### src/rtl/arcade_input_mapper.sv
`default_nettype none
// ============================================================================
// Module   : arcade_input_mapper
// Purpose  : Player-input front end for arcade cores. Merges PS/2 key events
//            and per-player joystick words into registered per-player
//            buttons with rotation remap, opposing-direction filtering,
//            autofire, and fixed-width coin pulses.
// Revision : 1.0 - initial release
// ============================================================================
module arcade_input_mapper #(
   parameter int PLAYERS      = 2,
   parameter int COIN_PULSE   = 240000,
   parameter int AUTOFIRE_DIV = 600000,
   parameter int SOCD         = 1
) (
   input  logic                    clk_sys,
   input  logic                    reset_n,
   input  logic [10:0]             ps2_key,
   input  logic [PLAYERS*16-1:0]   joy_in,
   input  logic                    rotate,
   input  logic [PLAYERS-1:0]      autofire_en,
   output logic [PLAYERS*5-1:0]    btn_out,
   output logic [PLAYERS-1:0]      start_out,
   output logic [1:0]              coin_out,
   output logic                    test_out
);

   localparam int CW = $clog2(COIN_PULSE + 1);
   localparam int AW = (AUTOFIRE_DIV > 1) ? $clog2(AUTOFIRE_DIV) : 1;
   localparam logic [CW-1:0] C_COIN_LOAD = CW'(COIN_PULSE);
   localparam logic [AW-1:0] C_AF_LAST   = AW'(AUTOFIRE_DIV - 1);
   localparam bit            C_P1_KEYS   = (PLAYERS > 1);

   // Event detection
   logic primed_q, primed_d;
   logic old_tgl_q, old_tgl_d;
   logic key_event;

   // Key latches: players 0 and 1 only; dir bits {up, down, left, right}
   logic [1:0][3:0] key_dir_q, key_dir_d;
   logic [1:0]      key_fire_q, key_fire_d;
   logic [1:0]      key_start_q, key_start_d;
   logic [1:0]      key_coin_q, key_coin_d;
   logic            key_test_q, key_test_d;

   // Autofire phase generator
   logic [AW-1:0]   af_cnt_q, af_cnt_d;
   logic            phase_q, phase_d;

   // Coin stretchers
   logic [1:0]          coin_src;
   logic [1:0]          coin_prev_q, coin_prev_d;
   logic [1:0][CW-1:0]  coin_cnt_q, coin_cnt_d;
   logic [1:0]          coin_q, coin_d;

   // Output registers
   logic [PLAYERS*5-1:0] btn_q, btn_d;
   logic [PLAYERS-1:0]   start_q, start_d;
   logic                 test_q, test_d;

   // Detect a toggle on ps2_key[10] and decode the scan code into the key latches.
   // The first cycle after reset only loads old_tgl (primed_q=0 blocks the event).
   always_comb begin
      primed_d    = 1'b1;
      old_tgl_d   = ps2_key[10];
      key_event   = primed_q & (old_tgl_q != ps2_key[10]);
      key_dir_d   = key_dir_q;
      key_fire_d  = key_fire_q;
      key_start_d = key_start_q;
      key_coin_d  = key_coin_q;
      key_test_d  = key_test_q;
      if (key_event) begin
         case (ps2_key[7:0])
            // extended flag is a don't-care for these
            8'h75: key_dir_d[0][3] = ps2_key[9];
            8'h72: key_dir_d[0][2] = ps2_key[9];
            8'h6B: key_dir_d[0][1] = ps2_key[9];
            8'h74: key_dir_d[0][0] = ps2_key[9];
            8'h14: key_fire_d[0]   = ps2_key[9];
            // the rest require a non-extended code
            8'h29: if (!ps2_key[8]) key_fire_d[0]  = ps2_key[9];
            8'h05,
            8'h16: if (!ps2_key[8]) key_start_d[0] = ps2_key[9];
            8'h2D: if (!ps2_key[8] && C_P1_KEYS) key_dir_d[1][3] = ps2_key[9];
            8'h2B: if (!ps2_key[8] && C_P1_KEYS) key_dir_d[1][2] = ps2_key[9];
            8'h23: if (!ps2_key[8] && C_P1_KEYS) key_dir_d[1][1] = ps2_key[9];
            8'h34: if (!ps2_key[8] && C_P1_KEYS) key_dir_d[1][0] = ps2_key[9];
            8'h1C: if (!ps2_key[8] && C_P1_KEYS) key_fire_d[1]   = ps2_key[9];
            8'h06,
            8'h1E: if (!ps2_key[8] && C_P1_KEYS) key_start_d[1]  = ps2_key[9];
            8'h2E: if (!ps2_key[8]) key_coin_d[0] = ps2_key[9];
            8'h36: if (!ps2_key[8]) key_coin_d[1] = ps2_key[9];
            8'h2C: if (!ps2_key[8]) key_test_d    = ps2_key[9];
            default: ;
         endcase
      end
   end

   // Free-running autofire counter; the phase flips each time it wraps.
   always_comb begin
      af_cnt_d = af_cnt_q + AW'(1);
      phase_d  = phase_q;
      if (af_cnt_q == C_AF_LAST) begin
         af_cnt_d = '0;
         phase_d  = ~phase_q;
      end
   end

   // Per-player merge, rotation remap, opposing-direction filter and autofire gate.
   for (genvar p = 0; p < PLAYERS; p++) begin : g_player
      logic [3:0] kdir;
      logic       kfire;
      logic       kstart;
      logic [3:0] raw_dir;
      logic [3:0] rot_dir;
      logic [3:0] filt_dir;
      logic       fire;
      logic       unused_joy_bits;

      if (p < 2) begin : g_keys
         assign kdir   = key_dir_q[p];
         assign kfire  = key_fire_q[p];
         assign kstart = key_start_q[p];
      end else begin : g_no_keys
         assign kdir   = 4'b0000;
         assign kfire  = 1'b0;
         assign kstart = 1'b0;
      end

      // Rotation maps up<-left, down<-right, left<-down, right<-up; SOCD follows it.
      always_comb begin
         raw_dir = kdir | joy_in[16*p +: 4];
         rot_dir = rotate ? {raw_dir[1], raw_dir[0], raw_dir[2], raw_dir[3]} : raw_dir;
         filt_dir = rot_dir;
         if (SOCD != 0) begin
            if (rot_dir[1] && rot_dir[0]) filt_dir[1:0] = 2'b00;
            if (rot_dir[3] && rot_dir[2]) filt_dir[3:2] = 2'b00;
         end
         fire = (kfire | joy_in[16*p+4]) & (autofire_en[p] ? phase_q : 1'b1);
      end

      assign btn_d[5*p +: 5] = {fire, filt_dir};
      assign start_d[p]      = kstart | joy_in[16*p+5];
      assign unused_joy_bits = ^{joy_in[16*p+8 +: 8], joy_in[16*p+6]};
   end

   assign test_d = key_test_q;

   // Coin stretchers: an idle slot loads on a source rising edge, then counts down.
   always_comb begin
      coin_src = key_coin_q;
      for (int p = 0; p < PLAYERS; p++) begin
         coin_src[p % 2] = coin_src[p % 2] | joy_in[16*p+7];
      end
      coin_prev_d = coin_src;
      for (int s = 0; s < 2; s++) begin
         coin_cnt_d[s] = coin_cnt_q[s];
         if (coin_cnt_q[s] != '0) begin
            coin_cnt_d[s] = coin_cnt_q[s] - CW'(1);
         end else if (coin_src[s] && !coin_prev_q[s]) begin
            coin_cnt_d[s] = C_COIN_LOAD;
         end
         coin_d[s] = (coin_cnt_d[s] != '0);
      end
   end

   // State and output registers with asynchronous active-low reset.
   always_ff @(posedge clk_sys or negedge reset_n) begin
      if (!reset_n) begin
         primed_q    <= 1'b0;
         old_tgl_q   <= 1'b0;
         key_dir_q   <= '0;
         key_fire_q  <= '0;
         key_start_q <= '0;
         key_coin_q  <= '0;
         key_test_q  <= 1'b0;
         af_cnt_q    <= '0;
         phase_q     <= 1'b1;
         coin_prev_q <= '0;
         coin_cnt_q  <= '0;
         coin_q      <= '0;
         btn_q       <= '0;
         start_q     <= '0;
         test_q      <= 1'b0;
      end else begin
         primed_q    <= primed_d;
         old_tgl_q   <= old_tgl_d;
         key_dir_q   <= key_dir_d;
         key_fire_q  <= key_fire_d;
         key_start_q <= key_start_d;
         key_coin_q  <= key_coin_d;
         key_test_q  <= key_test_d;
         af_cnt_q    <= af_cnt_d;
         phase_q     <= phase_d;
         coin_prev_q <= coin_prev_d;
         coin_cnt_q  <= coin_cnt_d;
         coin_q      <= coin_d;
         btn_q       <= btn_d;
         start_q     <= start_d;
         test_q      <= test_d;
      end
   end

   assign btn_out   = btn_q;
   assign start_out = start_q;
   assign coin_out  = coin_q;
   assign test_out  = test_q;

endmodule
`default_nettype wire

### config.mk
export PLATFORM = sky130hd
export DESIGN_NAME = arcade_input_mapper
export DESIGN_NICKNAME = d
export VERILOG_FILES = /design/src/rtl/arcade_input_mapper.sv
export SDC_FILE = /design/constraint.sdc
export NUM_CORES = 1
export LEC_CHECK = 0
export BUFFER_PORTS_ARGS = -buffer_cell sky130_fd_sc_hd__buf_4
export CORE_UTILIZATION = 48
export DETAILED_ROUTE_END_ITERATION = 6
export HOLD_SLACK_MARGIN = 0.02
export PLACE_DENSITY = 0.67
export REMOVE_ABC_BUFFERS = 1
export SLEW_MARGIN = 20
export SYNTH_ARGS = -nofsm -noshare
export SYNTH_HDL_FRONTEND = slang
export SYNTH_SLANG_ARGS = --single-unit
export TNS_END_PERCENT = 1
### constraint.sdc
create_clock -name clk_sys -period 7.7 [get_ports clk_sys]
set_clock_uncertainty 0.15 [all_clocks]
set_input_delay 1.155 -clock clk_sys [delete_from_list [all_inputs] [get_ports clk_sys]]
set_output_delay 1.155 -clock clk_sys [all_outputs]
set_load 0.02 [all_outputs]
==> flow_summary.json, run 1 <==
{
  "die_w_um": 99.5,
  "finalSetupViolCount": 0,
  "mostFrequentLayoutCell": "dfrtp_1",
  "crit_path_start_kind": "flop",
  "relSlewSlack_pct": 49.2,
  "netlist_area_um2": 4560,
  "track_usage_pct": 19.6,
  "ys_types": 57,
  "cap_violations": 0,
  "antenna_cells": 0,
  "hold_buffers": 0,
  "hold_viol_final": 0,
  "ctsResizeCount": 0,
  "required_ns": 7.78,
  "grt_pass1_wl_mm": 15.2,
  "r2r_start": "coin_cnt_q[0]$_DFF_PN0_",
  "vdd_drop_max_mv": 0.128,
  "startpoint": "coin_cnt_q[0]$_DFF_PN0_",
  "fin_crit_ns": 3.71,
  "status": "completed",
  "criticalPathCategory": "reg2reg",
  "drive_above_1_share_pct": 22.2,
  "core-area_um2": 9240,
  "drt-wirelength-per-cell_um": 14.2,
  "num-fill-cells": 794,
  "synth.avg_cell_area_um2": 10.3,
  "drt_first_pass_iters": 5,
  "multi_input_area_um2": 2180,
  "cts_tree": "yes",
  "ys.flop_type": "dfrtp_1",
  "reg2reg_slack_ns": 3.99,
  "synth_edf_count": 0,
  "cts.clk_slew.worst_paths_ns": 0.09,
  "finalCritPeriodShare_pct": 48.2,
  "grt_pass1_vias": 3301,
  "ys_warn_count": 0,
  "tns_ns": 0,
  "clock-sinks": 91,
  "worstSkewPairLatency_ns": 0.36,
  "slowest_stage": "nor2_1",
  "endpoint_kind": "flop",
  "antenna_left": 0,
  "fin_nets": 538,
  "leakagePower_uw": 0.00225,
  "start_util_pct": 49.4,
  "core.rowCount": 35,
  "ctsLongestPathBuffers": 2,
  "portBuffers": 44,
  "drc": 0,
  "grt-ovfl-total": 0,
  "slew_violations": 0,
  "syn_to_final_growth_pct": 14.7,
  "viasPerCell": 5.44,
  "synth_cells": 442,
  "max_freq_mhz": 270,
  "htreeDepth": 3,
  "dieArea_um2": 9900,
  "antenna_found_initial": 0,
  "fin_util_pct": 56.6,
  "ys_seq_elements": 91,
  "num_vias": 3376,
  "worstMarginPinSlew_ns": 0.762,
  "drt_iter0_markers": 124,
  "numCtsBuffers": 9,
  "post_cts_buffers": 0,
  "yosysSeqAreaShare_pct": 49.9,
  "place.gp.congestion": 0.823,
  "path_cells": "inv_1, ha_1, or4b_4, or3_1, nor2_1, o21bai_1, nor4_2, nand4_1, or4_1",
  "grt_max_degree": 63,
  "min_from": "key_test_q$_DFFE_PN0P_",
  "cpPeakStageDelay_ns": 0.60,
  "worstPathMaxFanout": 11,
  "synth-async-reset-ratio_pct": 100,
  "hold_path_class": "reg2reg",
  "die_h_um": 99.5,
  "seqCellArea_um2": 2280,
  "final_cell_mix": "90 x dfrtp_1, 55 x nor2_1, 46 x buf_4",
  "wirelength_mm": 8.82,
  "io_pins": 63,
  "root_buffer": "clkbuf_8",
  "powerDensity_nw_per_um2": 174,
  "rsz0062_at_grt": "false",
  "place_hpwl_mm": 6.27,
  "crit_arrival_ns": 3.79
}
==> final cells by class <==
| type | count | share of cell area, % |
|---|---|---|
| sequential | 91 | 43.5 |
| multi-input combinational | 327 | 41.6 |
| timing repair buffer | 46 | 6.60 |
| tap | 129 | 3.08 |
| clock buffer | 10 | 2.63 |
| clock inverter | 6 | 1.70 |
| inverter | 12 | 0.861 |
==> sequential cells by signal (all words and copies together) (netlist names), 2 cells and up <==
name,cells
key_start_q,2
btn_out,10
coin_prev_q,2
g_player.kdir,8
af_cnt_q,20
key_coin_q,2
start_out,2
coin_out,2
key_fire_q,2
coin_cnt_q,36
==> critical path, delay by kind of cell (launching register included) <==
family | cells | cell delay [ns]
AND/OR/NAND/NOR | 6 | 2.53
AO/OA/AOI/OAI | 1 | 0.19
flip-flops | 1 | 0.42
buffers and inverters | 1 | 0.09
adder cells (fa/ha/maj) | 1 | 0.21
==> metal layers <==
metal	share of wire (%)	track usage (%)	vias to the layer above
li1	-	-	1680
met1	49	26.5	1621
met2	47	31.3	66
met5	0	0	-
met4	0.97	7.01	0
met3	2.8	4.01	9
==> Yosys cell counts, types with 2 or more instances <==
cell      count  share of area (%)
dfrtp_1      90                 49
nor2_1       55                4.5
nor3_1       25                2.7
xnor2_1      21                4.0
nand2_1      19                1.6
mux2_2       16                3.9
o21ai_0      16                1.8
a21oi_1      15                1.6
xor2_1       13                2.5
inv_1        12               0.99
nor2b_1      12                1.6
nor4_1       11                1.5
and3_1       10                1.4
nand3_1      10                1.1
o31ai_1       9                1.5
or3_1         9                1.2
or4_1         9                1.5
clkbuf_1      7               0.58
nand2b_1      7               0.96
or2_2         7               0.96
a211oi_1      4               0.66
mux2i_1       4               0.88
nand4_1       4               0.55
nand4b_1      4               0.77
or4_4         4               0.99
or4b_2        4               0.88
ha_1          3               0.82
nor4b_1       3               0.58
o21bai_1      3               0.49
a221oi_1      2               0.38
a22oi_1       2               0.33
buf_4         2               0.33
buf_6         2               0.49
nor3_2        2               0.44
nor4_2        2               0.55
o41ai_1       2               0.38
or4b_4        2               0.60
==> path summary, 6_finish.rpt <==
check                                      endpoint  cells past startpoint
setup / recovery              coin_out[0]$_DFF_PN0_                      9
hold / removal                   test_out$_DFF_PN0_                      0
setup reg to reg              coin_out[0]$_DFF_PN0_                      9
hold reg to reg                  test_out$_DFF_PN0_                      0
max in group asynchronous    af_cnt_q[14]$_DFF_PN0_                      2
min in group asynchronous  coin_cnt_q[22]$_DFF_PN0_                      1
==> kinds of logic (layout without fill, tap and decap cells) <==
group	count (synthesis)	count (layout)	synth area share [%]
compound gates	61	61	8.69
xor+xnor	34	34	6.53
fa+ha+maj	3	3	0.823
buf+inv	24	74	2.50
flops	91	91	49.9
mux	20	20	4.83
other cells	1	1	0.0822
simple gates	208	208	26.6
==> stage by stage <==
step                      cells  setup slack, ns  power, uW  instance area, um2  hold WS (ns)
after floorplan             430             4.49        524                4490         0.200
after global placement      605             4.02        561                5010         0.227
after detailed placement    605             4.00        562                5010         0.233
after CTS                   621             3.99        926                5230         0.251
after global routing        621             3.79        953                5230         0.261
final                       621             3.99        912                5230         0.243
==> power by group <==
part,switching (uW),total (uW),internal (uW)
clock,169,361,192
combinational,34.7,61.3,26.7
sequential,4.20,490,486
No activity file was read; power rests on OpenSTA's default activity.
==> run 2: changes to the inputs <==
ABC_AREA = 1   (was unset)
PLACE_DENSITY = 0.66   (was 0.67)
clock period = 3.5 ns   (was 7.7 ns; I/O delays follow)
==> flow_summary.json, run 2 <==
{
  "status": "completed",
  "powerDensity_nw_per_um2": 359,
  "leakagePower_uw": 0.00283,
  "endpoint_kind": "flop",
  "seqCellArea_um2": 2280,
  "core-area_um2": 9820,
  "netlist_area_um2": 4880,
  "hold_viol_final": 0,
  "grt_max_degree": 70,
  "cpLargestDelayFamily": "simple AND/OR/NAND/NOR gates",
  "place_hpwl_mm": 7.19,
  "cpPeakStageDelay_ns": 0.38,
  "num_vias": 4011,
  "slowest_stage": "dfrtp_1",
  "yosysSeqAreaShare_pct": 46.7,
  "grtUsageMet2_pct": 34.7,
  "track_usage_pct": 20.6,
  "hold_buffers": 0,
  "fin_nets": 739,
  "synth_common_cells": "151 x nand2_1, 107 x nor2_1, 90 x dfrtp_1, 90 x inv_1, 40 x o21ai_0",
  "crit_arrival_ns": 2.30,
  "ctsResizeCount": 0,
  "drive_above_1_share_pct": 14.9,
  "relSlewSlack_pct": 43.1,
  "synth.avg_cell_area_um2": 7.67,
  "antenna_cells": 0,
  "mostFrequentLayoutCell": "nand2_1",
  "worstMarginPinSlew_ns": 0.853,
  "top_register": "coin_cnt_q",
  "grt-ovfl-total": 0,
  "wirelength_mm": 9.64,
  "final_cell_mix": "151 x nand2_1, 107 x nor2_1, 90 x inv_1, 90 x dfrtp_1, 46 x buf_4",
  "crit_path_start_kind": "flop",
  "synthTopCellsByArea": "dfrtp_1 46%, nand2_1 12%, nor2_1 8.2%",
  "cpMostUsedCell": "nand2_1",
  "dieArea_um2": 10600,
  "synth_edf_count": 0,
  "core.rowCount": 36,
  "met1_usage_pct": 26.6,
  "power.total_uw": 2000,
  "hold_ws_ns": 0.131,
  "drt_first_pass_iters": 4,
  "drc": 0,
  "ctsLongestPathBuffers": 2,
  "grtUsageMet3_pct": 3.86,
  "dp_cells": 810,
  "cp_num_buf_inv": 2,
  "cts.clk_slew.worst_paths_ns": 0.09,
  "numCtsBuffers": 9,
  "viasPerCell": 4.86,
  "cap_violations": 0,
  "num-fill-cells": 951,
  "finalCritPeriodShare_pct": 63.2,
  "worstSkewPairLatency_ns": 0.35,
  "yosys.area.top_type": "dfrtp_1",
  "antenna_found_initial": 0,
  "grt_pass1_vias": 3867,
  "required_ns": 3.59,
  "io_pins": 63,
  "worstPathMaxFanout": 21,
  "die_w_um": 103,
  "root_buffer": "clkbuf_8",
  "grt_pass1_wl_mm": 17.0,
  "rsz0062_at_grt": "false",
  "ys_warn_count": 0,
  "ys.flop_type": "dfrtp_1",
  "max_freq_mhz": 452,
  "cts_tree": "yes",
  "drt_iter0_markers": 140,
  "fin_cells": 825,
  "clock-sinks": 91,
  "yosysMostFrequentCell": "nand2_1",
  "multi_input_area_um2": 2210,
  "portBuffers": 44,
  "antenna_left": 0,
  "ys_types": 39,
  "post_cts_buffers": 0,
  "synth_cells": 636,
  "fin_crit_ns": 2.21,
  "drt-wirelength-per-cell_um": 11.7,
  "path_cells": "inv_1, ha_1, nand2_2, nor2_4, nand3_4, nand2_1, inv_2, nor2_2, nand2_1, nor2_1, nand3_1",
  "finalSetupViolCount": 0,
  "start_util_pct": 49.7,
  "ys_seq_elements": 91,
  "place.gp.congestion": 0.870,
  "synth-async-reset-ratio_pct": 100,
  "grt_busiest_layer": "met2",
  "criticalPathCategory": "reg2reg",
  "largest_reg_flops": 36,
  "hold_path_class": "in2async",
  "htreeDepth": 3,
  "syn_to_final_growth_pct": 14.4,
  "die_h_um": 103,
  "tns_ns": 0,
  "vdd_drop_max_mv": 0.186,
  "synth_top_area_share_pct": 46.2,
  "slew_violations": 0
}
run 2: changes by cell type in the layout (fill, tap and decap cells not counted), sizes merged, moves of 12 or more:
cell and change:
o21ai +26, nor2 +67, nand2 +143, mux2 -16, nor3 -15, or4 -13
nor2b -12, nand3 +17, inv +81
run 2: final timing paths:
kind	to	from	cells after the start	slack (ns)
worst max register to register	coin_out[1]$_DFF_PN0_	coin_cnt_q[18]$_DFF_PN0_	11	1.29
min in group clk_sys	old_tgl_q$_DFF_PN0_	ps2_key[10]	1	0.15
worst max-delay path	coin_out[1]$_DFF_PN0_	coin_cnt_q[18]$_DFF_PN0_	11	1.29
max in group asynchronous	phase_q$_DFFE_PN1N_	reset_n	2	2.30
worst min register to register	test_out$_DFF_PN0_	key_test_q$_DFFE_PN0P_	0	0.24
worst min-delay path	coin_cnt_q[31]$_DFF_PN0_	reset_n	1	0.13
run 2: metal layers:
metal	vias to the layer above	wire length (um)	part of all wire [%]
met5	-	0	0
met4	0	110	1.1
met3	8	287	3.0
met2	56	4640	48
met1	1847	4600	48
li1	2100	-	-
run 2: worst reg2reg max path, cell delays in order (launching register included):
cell and delay [ns]:
dfrtp_1 0.38, inv_1 0.11, ha_1 0.24, nand2_2 0.12
nor2_4 0.19, nand3_4 0.27, nand2_1 0.19, inv_2 0.05
nor2_2 0.10, nand2_1 0.05, nor2_1 0.13, nand3_1 0.09
run 2: report_power, final:
group	internal (uW)	switching, uW	total [uW]
Clock	438	359	797
Combinational	50.9	79.4	130
Sequential	1070	8.38	1080
Total	1560	447	2000
run 2: kinds of logic after synthesis:
logic type,share of synthesized area [%]
buf+inv,7.95
fa+ha+maj,0.770
simple gates,32.5
flops,46.7
xor+xnor,4.85
compound gates,7.16
other cells,0.0769
run 2: cell type report:
| class | count | area share [%] |
|---|---|---|
| clock buffer | 11 | 2.71 |
| clock inverter | 4 | 1.32 |
| inverter | 94 | 6.33 |
| multi-input combinational | 446 | 39.6 |
| sequential | 91 | 40.8 |
| tap | 133 | 2.98 |
| timing repair buffer | 46 | 6.19 |
run 2: per-stage QoR:
stage               area, um2  setup slack (ns)  utilization (%)
floorplan                4840              1.63                -
global placement         5350              1.34             54.5
detailed placement       5350              1.31             54.5
CTS                      5580              1.26             56.8
global route             5580              1.11             56.8
finish                   5580              1.29             56.8
